`config.mk`:
```
export PLATFORM = sky130hd
export DESIGN_NAME = exec_issue_ctrl_flat
export DESIGN_NICKNAME = d
export VERILOG_FILES = /design/src/rtl/exec_issue_ctrl_pkg.sv /design/src/rtl/exec_issue_ctrl_if.sv /design/src/rtl/exec_lat_counter.sv /design/src/rtl/exec_issue_ctrl.sv /design/src/flat_wrapper.sv
export SDC_FILE = /design/constraint.sdc
export NUM_CORES = 1
export LEC_CHECK = 0
export ABC_AREA = 1
export CAP_MARGIN = 20
export CORE_MARGIN = 2
export CORE_UTILIZATION = 40
export CTS_CLUSTER_SIZE = 10
export DETAILED_ROUTE_END_ITERATION = 6
export GPL_TIMING_DRIVEN = 0
export PLACE_DENSITY = 0.84
export SKIP_LAST_GASP = 1
export SYNTH_ARGS = -nofsm -noshare
export SYNTH_HDL_FRONTEND = slang
export SYNTH_SLANG_ARGS = --single-unit
```
`constraint.sdc`:
```
create_clock -name clk -period 6 [get_ports clk]
set_clock_uncertainty 0.15 [all_clocks]
set_input_delay 0.6 -clock clk [delete_from_list [all_inputs] [get_ports clk]]
set_output_delay 0.6 -clock clk [all_outputs]
set_load 0.02 [all_outputs]
```
`src/rtl/exec_issue_ctrl_pkg.sv`:
```
// Shared execution-unit definitions: funct codes, NOP, issue FSM state encoding
// and small decode helpers used by the issue controller and the ALU control.
package exec_issue_ctrl_pkg;

    localparam int unsigned CNT_W = 6;

    localparam logic [5:0] FN_NOP  = 6'd0;
    localparam logic [5:0] FN_SRL  = 6'd2;
    localparam logic [5:0] FN_MFHI = 6'd16;
    localparam logic [5:0] FN_MFLO = 6'd18;
    localparam logic [5:0] FN_MULT = 6'd25;
    localparam logic [5:0] FN_ADD  = 6'd32;
    localparam logic [5:0] FN_SUB  = 6'd34;
    localparam logic [5:0] FN_AND  = 6'd36;
    localparam logic [5:0] FN_OR   = 6'd37;
    localparam logic [5:0] FN_SLT  = 6'd42;

    typedef enum logic [1:0] {
        StIdle,
        StExec,
        StMulw,
        StHold
    } state_e;

    // Ops that produce a result beat through the ALU_LAT path.
    function automatic logic is_alu_op(input logic [5:0] funct);
        logic hit;
        case (funct)
            FN_AND, FN_OR, FN_ADD, FN_SUB, FN_SLT, FN_SRL, FN_MFHI, FN_MFLO: hit = 1'b1;
            default: hit = 1'b0;
        endcase
        return hit;
    endfunction

    function automatic logic is_mult(input logic [5:0] funct);
        return funct == FN_MULT;
    endfunction

endpackage

```
`src/rtl/exec_issue_ctrl_if.sv`:
```
// Issue/result handshake and execution-unit operand bundle for exec_issue_ctrl.
interface exec_issue_ctrl_if;

    logic        in_valid;
    logic        in_ready;
    logic [5:0]  in_funct;
    logic [31:0] in_a;
    logic [31:0] in_b;
    logic [31:0] dataA;
    logic [31:0] dataB;
    logic [5:0]  Signal;
    logic [31:0] alu_result;
    logic        out_valid;
    logic        out_ready;
    logic [31:0] out_data;
    logic        out_err;

    modport master (
        output in_valid, in_funct, in_a, in_b, alu_result, out_ready,
        input  in_ready, dataA, dataB, Signal, out_valid, out_data, out_err
    );

    modport slave (
        input  in_valid, in_funct, in_a, in_b, alu_result, out_ready,
        output in_ready, dataA, dataB, Signal, out_valid, out_data, out_err
    );

endinterface

```
`src/rtl/exec_lat_counter.sv`:
```
// Loadable latency down-counter; saturates at zero and flags when empty.
module exec_lat_counter
    import exec_issue_ctrl_pkg::*;
(
    input  logic             clk,
    input  logic             reset,
    input  logic             load,
    input  logic [CNT_W-1:0] load_value,
    input  logic             dec,
    output logic [CNT_W-1:0] value,
    output logic             zero
);

    always_ff @(posedge clk or posedge reset) begin
        if (reset) begin
            value <= '0;
        end else if (load) begin
            value <= load_value;
        end else if (dec && value != '0) begin
            value <= value - CNT_W'(1);
        end
    end

    assign zero = (value == '0);

endmodule

```
`src/rtl/exec_issue_ctrl.sv`:
```
// Single-op-in-flight issue controller: latches an op, drives the execution unit
// for a fixed latency, captures the result and hands it downstream.
module exec_issue_ctrl
    import exec_issue_ctrl_pkg::*;
#(
    parameter int unsigned ALU_LAT    = 1,
    parameter int unsigned MUL_CYCLES = 32
) (
    input logic               clk,
    input logic               reset,
    exec_issue_ctrl_if.slave  bus
);

    state_e           state;
    logic             in_ready_q;
    logic             out_valid_q;
    logic [31:0]      out_data_q;
    logic             out_err_q;
    logic [5:0]       sig_q;
    logic [31:0]      data_a_q;
    logic [31:0]      data_b_q;

    logic             cnt_load;
    logic [CNT_W-1:0] cnt_load_value;
    logic [CNT_W-1:0] cnt_value;
    logic             cnt_zero;
    logic             cnt_dec;
    logic             cnt_done;

    always_comb begin
        cnt_load       = 1'b0;
        cnt_load_value = '0;
        if (state == StIdle && bus.in_valid) begin
            if (is_mult(bus.in_funct)) begin
                cnt_load       = 1'b1;
                cnt_load_value = CNT_W'(MUL_CYCLES);
            end else if (is_alu_op(bus.in_funct)) begin
                cnt_load       = 1'b1;
                cnt_load_value = CNT_W'(ALU_LAT);
            end
        end
    end

    assign cnt_dec  = (state == StExec) || (state == StMulw);
    // Leave on the edge that takes the counter from 1 to 0.
    assign cnt_done = cnt_zero || (cnt_value == CNT_W'(1));

    exec_lat_counter u_lat_counter (
        .clk        (clk),
        .reset      (reset),
        .load       (cnt_load),
        .load_value (cnt_load_value),
        .dec        (cnt_dec),
        .value      (cnt_value),
        .zero       (cnt_zero)
    );

    always_ff @(posedge clk or posedge reset) begin
        if (reset) begin
            state       <= StIdle;
            in_ready_q  <= 1'b1;
            out_valid_q <= 1'b0;
            out_data_q  <= '0;
            out_err_q   <= 1'b0;
            sig_q       <= FN_NOP;
            data_a_q    <= '0;
            data_b_q    <= '0;
        end else begin
            unique case (state)
                StIdle: begin
                    if (bus.in_valid) begin
                        in_ready_q <= 1'b0;
                        if (is_mult(bus.in_funct) || is_alu_op(bus.in_funct)) begin
                            state    <= is_mult(bus.in_funct) ? StMulw : StExec;
                            sig_q    <= bus.in_funct;
                            data_a_q <= bus.in_a;
                            data_b_q <= bus.in_b;
                        end else begin
                            state       <= StHold;
                            out_valid_q <= 1'b1;
                            out_data_q  <= '0;
                            out_err_q   <= 1'b1;
                        end
                    end
                end
                StExec: begin
                    if (cnt_done) begin
                        state       <= StHold;
                        out_valid_q <= 1'b1;
                        out_data_q  <= bus.alu_result;
                        out_err_q   <= 1'b0;
                        sig_q       <= FN_NOP;
                        data_a_q    <= '0;
                        data_b_q    <= '0;
                    end
                end
                StMulw: begin
                    // MULT only writes Hi/Lo inside the execution unit; no beat.
                    if (cnt_done) begin
                        state      <= StIdle;
                        in_ready_q <= 1'b1;
                        sig_q      <= FN_NOP;
                        data_a_q   <= '0;
                        data_b_q   <= '0;
                    end
                end
                StHold: begin
                    if (bus.out_ready) begin
                        state       <= StIdle;
                        out_valid_q <= 1'b0;
                        in_ready_q  <= 1'b1;
                    end
                end
                default: state <= StIdle;
            endcase
        end
    end

    assign bus.in_ready  = in_ready_q;
    assign bus.out_valid = out_valid_q;
    assign bus.out_data  = out_data_q;
    assign bus.out_err   = out_err_q;
    assign bus.Signal    = sig_q;
    assign bus.dataA     = data_a_q;
    assign bus.dataB     = data_b_q;

endmodule

```
`src/flat_wrapper.sv`:
```
// flat-port wrapper written by rule: the top's interface ports become plain ports
module exec_issue_ctrl_flat import exec_issue_ctrl_pkg::*;
#(
    parameter int unsigned ALU_LAT    = 1,
    parameter int unsigned MUL_CYCLES = 32
)
  (clk, reset, bus_in_valid, bus_in_funct, bus_in_a, bus_in_b, bus_alu_result, bus_out_ready, bus_in_ready, bus_dataA, bus_dataB, bus_Signal, bus_out_valid, bus_out_data, bus_out_err);
  exec_issue_ctrl_if bus_i ();
  input logic clk;
  input logic reset;
  input wire logic [$bits(bus_i.in_valid)-1:0] bus_in_valid;
  input wire logic [$bits(bus_i.in_funct)-1:0] bus_in_funct;
  input wire logic [$bits(bus_i.in_a)-1:0] bus_in_a;
  input wire logic [$bits(bus_i.in_b)-1:0] bus_in_b;
  input wire logic [$bits(bus_i.alu_result)-1:0] bus_alu_result;
  input wire logic [$bits(bus_i.out_ready)-1:0] bus_out_ready;
  output wire logic [$bits(bus_i.in_ready)-1:0] bus_in_ready;
  output wire logic [$bits(bus_i.dataA)-1:0] bus_dataA;
  output wire logic [$bits(bus_i.dataB)-1:0] bus_dataB;
  output wire logic [$bits(bus_i.Signal)-1:0] bus_Signal;
  output wire logic [$bits(bus_i.out_valid)-1:0] bus_out_valid;
  output wire logic [$bits(bus_i.out_data)-1:0] bus_out_data;
  output wire logic [$bits(bus_i.out_err)-1:0] bus_out_err;
  assign bus_i.in_valid = bus_in_valid;
  assign bus_i.in_funct = bus_in_funct;
  assign bus_i.in_a = bus_in_a;
  assign bus_i.in_b = bus_in_b;
  assign bus_i.alu_result = bus_alu_result;
  assign bus_i.out_ready = bus_out_ready;
  assign bus_in_ready = bus_i.in_ready;
  assign bus_dataA = bus_i.dataA;
  assign bus_dataB = bus_i.dataB;
  assign bus_Signal = bus_i.Signal;
  assign bus_out_valid = bus_i.out_valid;
  assign bus_out_data = bus_i.out_data;
  assign bus_out_err = bus_i.out_err;
  exec_issue_ctrl #(.ALU_LAT(ALU_LAT), .MUL_CYCLES(MUL_CYCLES)) u_core (.clk(clk), .reset(reset), .bus(bus_i));
endmodule
```
# Yosys cells after proc, flatten, opt, wreduce, memory -nomap -nowiden
# Cells that the tools add are included.
dict set report totals {
  register_bits 113
  input_bits 106
  out_inout_bits 105
  word_cells 95
}
dict set report classes {
  add_sub_neg 1
  eq_ne 20
  mux 45
  reduce_logical 20
}
# cell n
set op_table {}
lappend op_table {{$mux W32} 8}
lappend op_table {{$pmux W32 S2} 3}
lappend op_table {{$mux W6} 7}
lappend op_table {{$eq A6 B6 Y1 const B} 5}
lappend op_table {{$eq A6 B5 Y1 const B} 3}
lappend op_table {{$mux W1} 16}
lappend op_table {{$reduce_and A4 Y1} 4}
lappend op_table {{$mux W2} 6}
lappend op_table {{$pmux W6 S2} 1}
lappend op_table {{$ne A2 B2 Y1 const B} 4}
lappend op_table {{$pmux W2 S4} 1}
lappend op_table {{$reduce_or A8 Y1} 1}
lappend op_table {{$eq A6 B1 Y1 const B} 1}
lappend op_table {{$eq A6 B2 Y1 const B} 1}
lappend op_table {{$logic_not A6 Y1} 1}
lappend op_table {{$ne A2 B1 Y1 const B} 3}
lappend op_table {{$pmux W1 S3} 2}
lappend op_table {{$reduce_bool A2 Y1} 3}
lappend op_table {{$reduce_bool A3 Y1} 2}
lappend op_table {{$reduce_bool A6 Y1} 1}
lappend op_table {{$sub A6 B1 Y6 const B} 1}
lappend op_table {{$reduce_and A5 Y1} 1}
lappend op_table {{$eq A2 B2 Y1 const B} 2}
lappend op_table {{$logic_or A1 B1 Y1} 3}
lappend op_table {{other kinds (5)} 6}

# Depth between registers and ports, before layout
dict set report depth {
  depth_word 9
  mapped_depth 12
}

# Cells and area by module
# A second synthesis with hierarchy kept.
dict set report hier_totals {
  hier_cells 676
  area_unflattened_um2 5382.7
}
# module n_inst cells_each area_per_inst_um2 seq_area_each_um2
set modules_own_cells {}
lappend modules_own_cells {exec_issue_ctrl 1 609 4908.5 2678.8}
lappend modules_own_cells {exec_lat_counter 1 67 474.2 150.1}

# Worst setup path before layout
# OpenSTA, ideal clock, no wires.
dict set report synth_timing {
  kind {reg2reg}
  from {register u_core.state[0]}
  to {register u_core.sig_q[0], in the netlist u_core.bus.Signal[0]}
  setup_ns 0.117
  arrival_ns 1.625
  slack_ns 4.108
  path_stages_with_launch 9
  path_buffers 1
  period_less_slack_ns 1.892
  path_cell_list {dfrtp_1 -> inv_1 -> ha_1 -> inv_2 -> o21ai_1 -> nand3_2 -> buf_4 -> nand2_1 -> nand2_1}
}
dict set report synth_via {
  elab_chain_len 4
  word_cells_on_any_way 10
}
# item line_no
set synth_rtl {}
lappend synth_rtl {{from (decl)} exec_issue_ctrl.sv:14} ;# state_e state;
lappend synth_rtl {{from (signal assigned)} exec_issue_ctrl.sv:60} ;# state <= StIdle;
lappend synth_rtl {{from (signal assigned)} exec_issue_ctrl.sv:74} ;# state <= is_mult(bus.in_funct) ? StMulw : StExec;
lappend synth_rtl {{from (signal assigned)} exec_issue_ctrl.sv:79} ;# state <= StHold;
lappend synth_rtl {{$eq A2 B2 Y1 / $eq A2 B1 Y1 (equally long branches)} exec_issue_ctrl.sv:69} ;# unique case (state)
lappend synth_rtl {{$reduce_or A2 Y1 (no source line)} -}
lappend synth_rtl {{$ne A2 B1 Y1 (no source line) / $reduce_bool A2 Y1 (equally long branches)} -}
lappend synth_rtl {{$reduce_and A4 Y1 (no source line)} -}
lappend synth_rtl {{to (signal assigned)} exec_issue_ctrl.sv:75} ;# sig_q <= bus.in_funct;
lappend synth_rtl {{to (decl)} exec_issue_ctrl.sv:19} ;# logic [5:0] sig_q;
# Several ways; a longest one is shown, not always the timed one.
# A chain may end at the register's enable or synchronous reset.

# Final worst setup path
dict set report layout_timing {
  from {register u_core.state[0]}
  to {register u_core.data_a_q[24], in the netlist u_core.bus.dataA[24]}
}
dict set report layout_via {
  elab_chain_len 4
  word_cells_on_any_way 10
}
# item line_no
set layout_rtl {}
lappend layout_rtl {{$eq A2 B2 Y1 / $eq A2 B1 Y1 (equally long branches)} exec_issue_ctrl.sv:69}
lappend layout_rtl {{$reduce_or A2 Y1 (no source line)} -}
lappend layout_rtl {{$ne A2 B1 Y1 (no source line) / $reduce_bool A2 Y1 (equally long branches)} -}
lappend layout_rtl {{$reduce_and A4 Y1 (no source line)} -}
lappend layout_rtl {{to (signal assigned)} exec_issue_ctrl.sv:76} ;# data_a_q <= bus.in_a;
lappend layout_rtl {{to (decl)} exec_issue_ctrl.sv:20} ;# logic [31:0] data_a_q;
# Several ways; a longest one is shown, not always the timed one.

==> metrics.cfg <==
[outcome]
status = completed

[timing]
drv_slew = 0
fin_hold_ws_ns = 0.3159
max_freq_mhz = 358.4
relSlewSlack_pct = 37.55
tns_ns = 0
fin_crit_sh_pct = 46.50
min_period_ns = 2.790
final_hold_viol_count = 0
max_slew.worst_pin.slew_ns = 0.9305
finalSetupViolCount = 0
rsz0062_at_grt = no

[floorplanning]
io_pins = 211
start_util_pct = 41.16
die_y_um = 118.2
die-area_um2 = 13970
core_area_um2 = 12670
fp.dieW_um = 118.2
rows = 41

[finish]
drive_gt1_share_pct = 7.547
syn2layout_area_growth_pct = 56.89
seqCellArea_um2 = 2829
fillers = 1075
nets = 948
diodes = 0
stdcell_area_um2 = 8182
multi_input_area_um2 = 2081

[synth]
yosysTopAreaCellShare_pct = 53.74
synth-seq-cells = 113
synth.yosys.seq_area_share_pct = 54.25
synthCells = 605
synth_edf_count = 0
avgSynthCellArea_um2 = 8.620
yosys-top-cells-area = dfrtp_1, nand2_1, nand4_1, nand3b_1, ha_1
synth_cell_types = 30
async_flop_share_pct = 100.0
syn_nets = 718
yosysTopAreaCell = dfrtp_1
yosysWarnings = 0
synth_area_um2 = 5215
synthFlopType = dfrtp_1

[power]
power_frac_seq_pct = 25.8
switching_share_pct = 43.18
p_leak_nw = 3.929
switchingPower_mw = 2.273
power_density_nw_per_um2 = 643.4
vdd_drop_max_mv = 0.3267
p_clk_share_pct = 19.7
p_int_mw = 2.991
pwr-share-comb_pct = 54.5

[clock_network]
hold_buffers = 0
h-tree-depth = 4
postCtsSetupBuffers = 0
clk_pin_slew_worst_paths_ns = 0.05
cts_resized = 0
cts_max_path_buffers = 2
cts_buffers = 17
insertion_delay_ns = 0.40
numClockSinks = 113
cts_tree = done
cts_root_buf = clkbuf_16

[placement]
gp_congestion = 0.8677
place_hpwl_um = 10570
placed_area_um2 = 7565
port_buffers = 210

[job]
maxCapViolations = 0

[grt]
grt_pass1_wl_um = 23980
grt_max_degree = 76
grt_usage_pct = 21.57
grt_overflow = 0
antenna_found_initial = 0
first_global_vias = 4778

[critical_path]
end_kind = flop
cp_data_arrival_time_ns = 2.93
startpoint_type = flop
critPathKind = reg -> reg
r2r_cells = 8
cp.required_ns = 6.14
path_max_fanout = 10
crit_top_cell = nand2_1
slowest_delay_ns = 0.75
worstPathCellList = inv_1 > ha_1 > inv_2 > o21ai_1 > nand3_2 > buf_4 > nand2_1 > nand2_1
crit_slowest_cell = o21ai_1

[routing]
first_pass_iters = 5
initialDrtViolationCount = 274
avgViaCountPerCell = 4.860
drc = 0
vias = 4957
wirelength_um = 14900
wl_per_cell_um = 14.61
ant_nets = 0

[min_path]
hold-path-cell-count = 2
hold_class = reg -> reg

[area by class of cell]
cell class                      count  area share (%)
Tap cell                          172           2.630
Sequential cell                   113           34.58
Inverter                           21           1.025
Multi-Input combinational cell    430           25.43
Clock buffer                       23           5.964
Buffer                             41           2.768
Clock inverter                      9           1.575
Timing Repair Buffer              211           26.03
[power groups by stage]
stage               logic, mW  registers, mW  clock network (mW)
floorplan                1.30           1.76                   0
global placement         2.81           1.35                   0
detailed placement       2.88           1.36                   0
CTS                      2.89           1.36                1.06
global route             3.13           1.40                1.09
finish                   2.87           1.36                1.04
[cells in the final DEF, fill, tap and decap left out, types with 2 or more instances in the layout]
| master | instances |
|---|---|
| nand4_1 | 73 |
| o21ai_0 | 4 |
| dfrtp_1 | 112 |
| xor2_1 | 4 |
| clkbuf_8 | 4 |
| buf_6 | 3 |
| clkbuf_1 | 20 |
| bufinv_16 | 3 |
| nand2_4 | 2 |
| ha_1 | 7 |
| clkinvlp_4 | 2 |
| nand2_1 | 265 |
| nand3b_1 | 32 |
| clkbuf_16 | 17 |
| clkinv_2 | 3 |
| a21oi_1 | 2 |
| nand3_1 | 10 |
| buf_4 | 10 |
| nor2_1 | 19 |
| inv_2 | 2 |
| buf_2 | 10 |
| inv_1 | 18 |
| clkdlybuf4s50_1 | 210 |
[routing by layer]
metal | routed length (um) | vias to the layer above | GRT usage, % | part of all wire, %
met1 | 6433 | 2341 | 27.25 | 43
met5 | 0 | - | 0 | 0
met3 | 730 | 26 | 5.212 | 4.9
li1 | - | 2451 | - | -
met2 | 7399 | 139 | 35.51 | 50
met4 | 339 | 0 | 8.810 | 2.3
[synthesized netlist by cell type, types with 2 or more instances]
cell,n
buf_2,10
buf_4,10
nand3b_1,32
ha_1,7
nand4_1,73
a21oi_1,2
nand2_4,2
clkbuf_1,18
dfrtp_1,112
buf_6,3
nor2_1,19
inv_2,2
xor2_1,4
nand3_1,10
nand2_1,265
inv_1,19
o21ai_0,4
[worst paths after layout]
kind | from | endpoint | slack [ns]
max | u_core.state[0]$_DFFE_PP0P_ | u_core.bus.dataA[24]$_DFFE_PP0P_ | 3.21
min | u_core.bus.dataB[12]$_DFFE_PP0P_ | u_core.bus.dataB[12]$_DFFE_PP0P_ | 0.32
max reg2reg | u_core.state[0]$_DFFE_PP0P_ | u_core.bus.dataA[24]$_DFFE_PP0P_ | 3.21
min reg2reg | u_core.bus.dataB[12]$_DFFE_PP0P_ | u_core.bus.dataB[12]$_DFFE_PP0P_ | 0.32
max in group asynchronous | reset | u_core.u_lat_counter.value[4]$_DFFE_PP0P_ | 4.58
min in group asynchronous | reset | u_core.bus.dataB[22]$_DFFE_PP0P_ | 0.43
[logic make-up (layout without fill, tap and decap cells)]
group | after synthesis | in the layout | share of synthesized area, %
buffers and inverters | 62 | 305 | 5.854
DFF | 113 | 113 | 54.25
adders and majority gates | 7 | 7 | 1.679
xor gates and xnor gates | 5 | 5 | 0.8397
AOI/OAI and AO/OA | 10 | 10 | 1.080
and+or+nand+nor | 408 | 408 | 36.30
[metrics by stage]
stage	setup slack, ns	utilization (%)	total power, mW	cells
2_1_floorplan	2.264	-	3.058	605
3_3_place_gp	0.5433	59.45	4.168	987
3_5_place_dp	3.190	59.70	4.235	988
4_1_cts	3.195	64.57	5.305	1020
5_1_grt	3.062	64.57	5.627	1020
6_report	3.210	64.57	5.264	1020
[critical path: cells and delay by family (launching register included)]
family | cells | cell delay [ns]
AOI/OAI and AO/OA | 1 | 0.75
adders and majority gates | 1 | 0.34
buffers and inverters | 3 | 0.53
DFF | 1 | 0.40
and+or+nand+nor | 3 | 0.51
[state kept, by name (all words and copies together), names as in the netlist]
name                        count
u_core.bus.out_data            32
u_core.bus.dataA               32
u_core.bus.dataB               32
u_core.bus.Signal               6
u_core.bus.out_err              1
u_core.u_lat_counter.value      6
u_core.state                    2
u_core.bus.in_ready             1
u_core.bus.out_valid            1
Power figures use the tool's default switching activity.
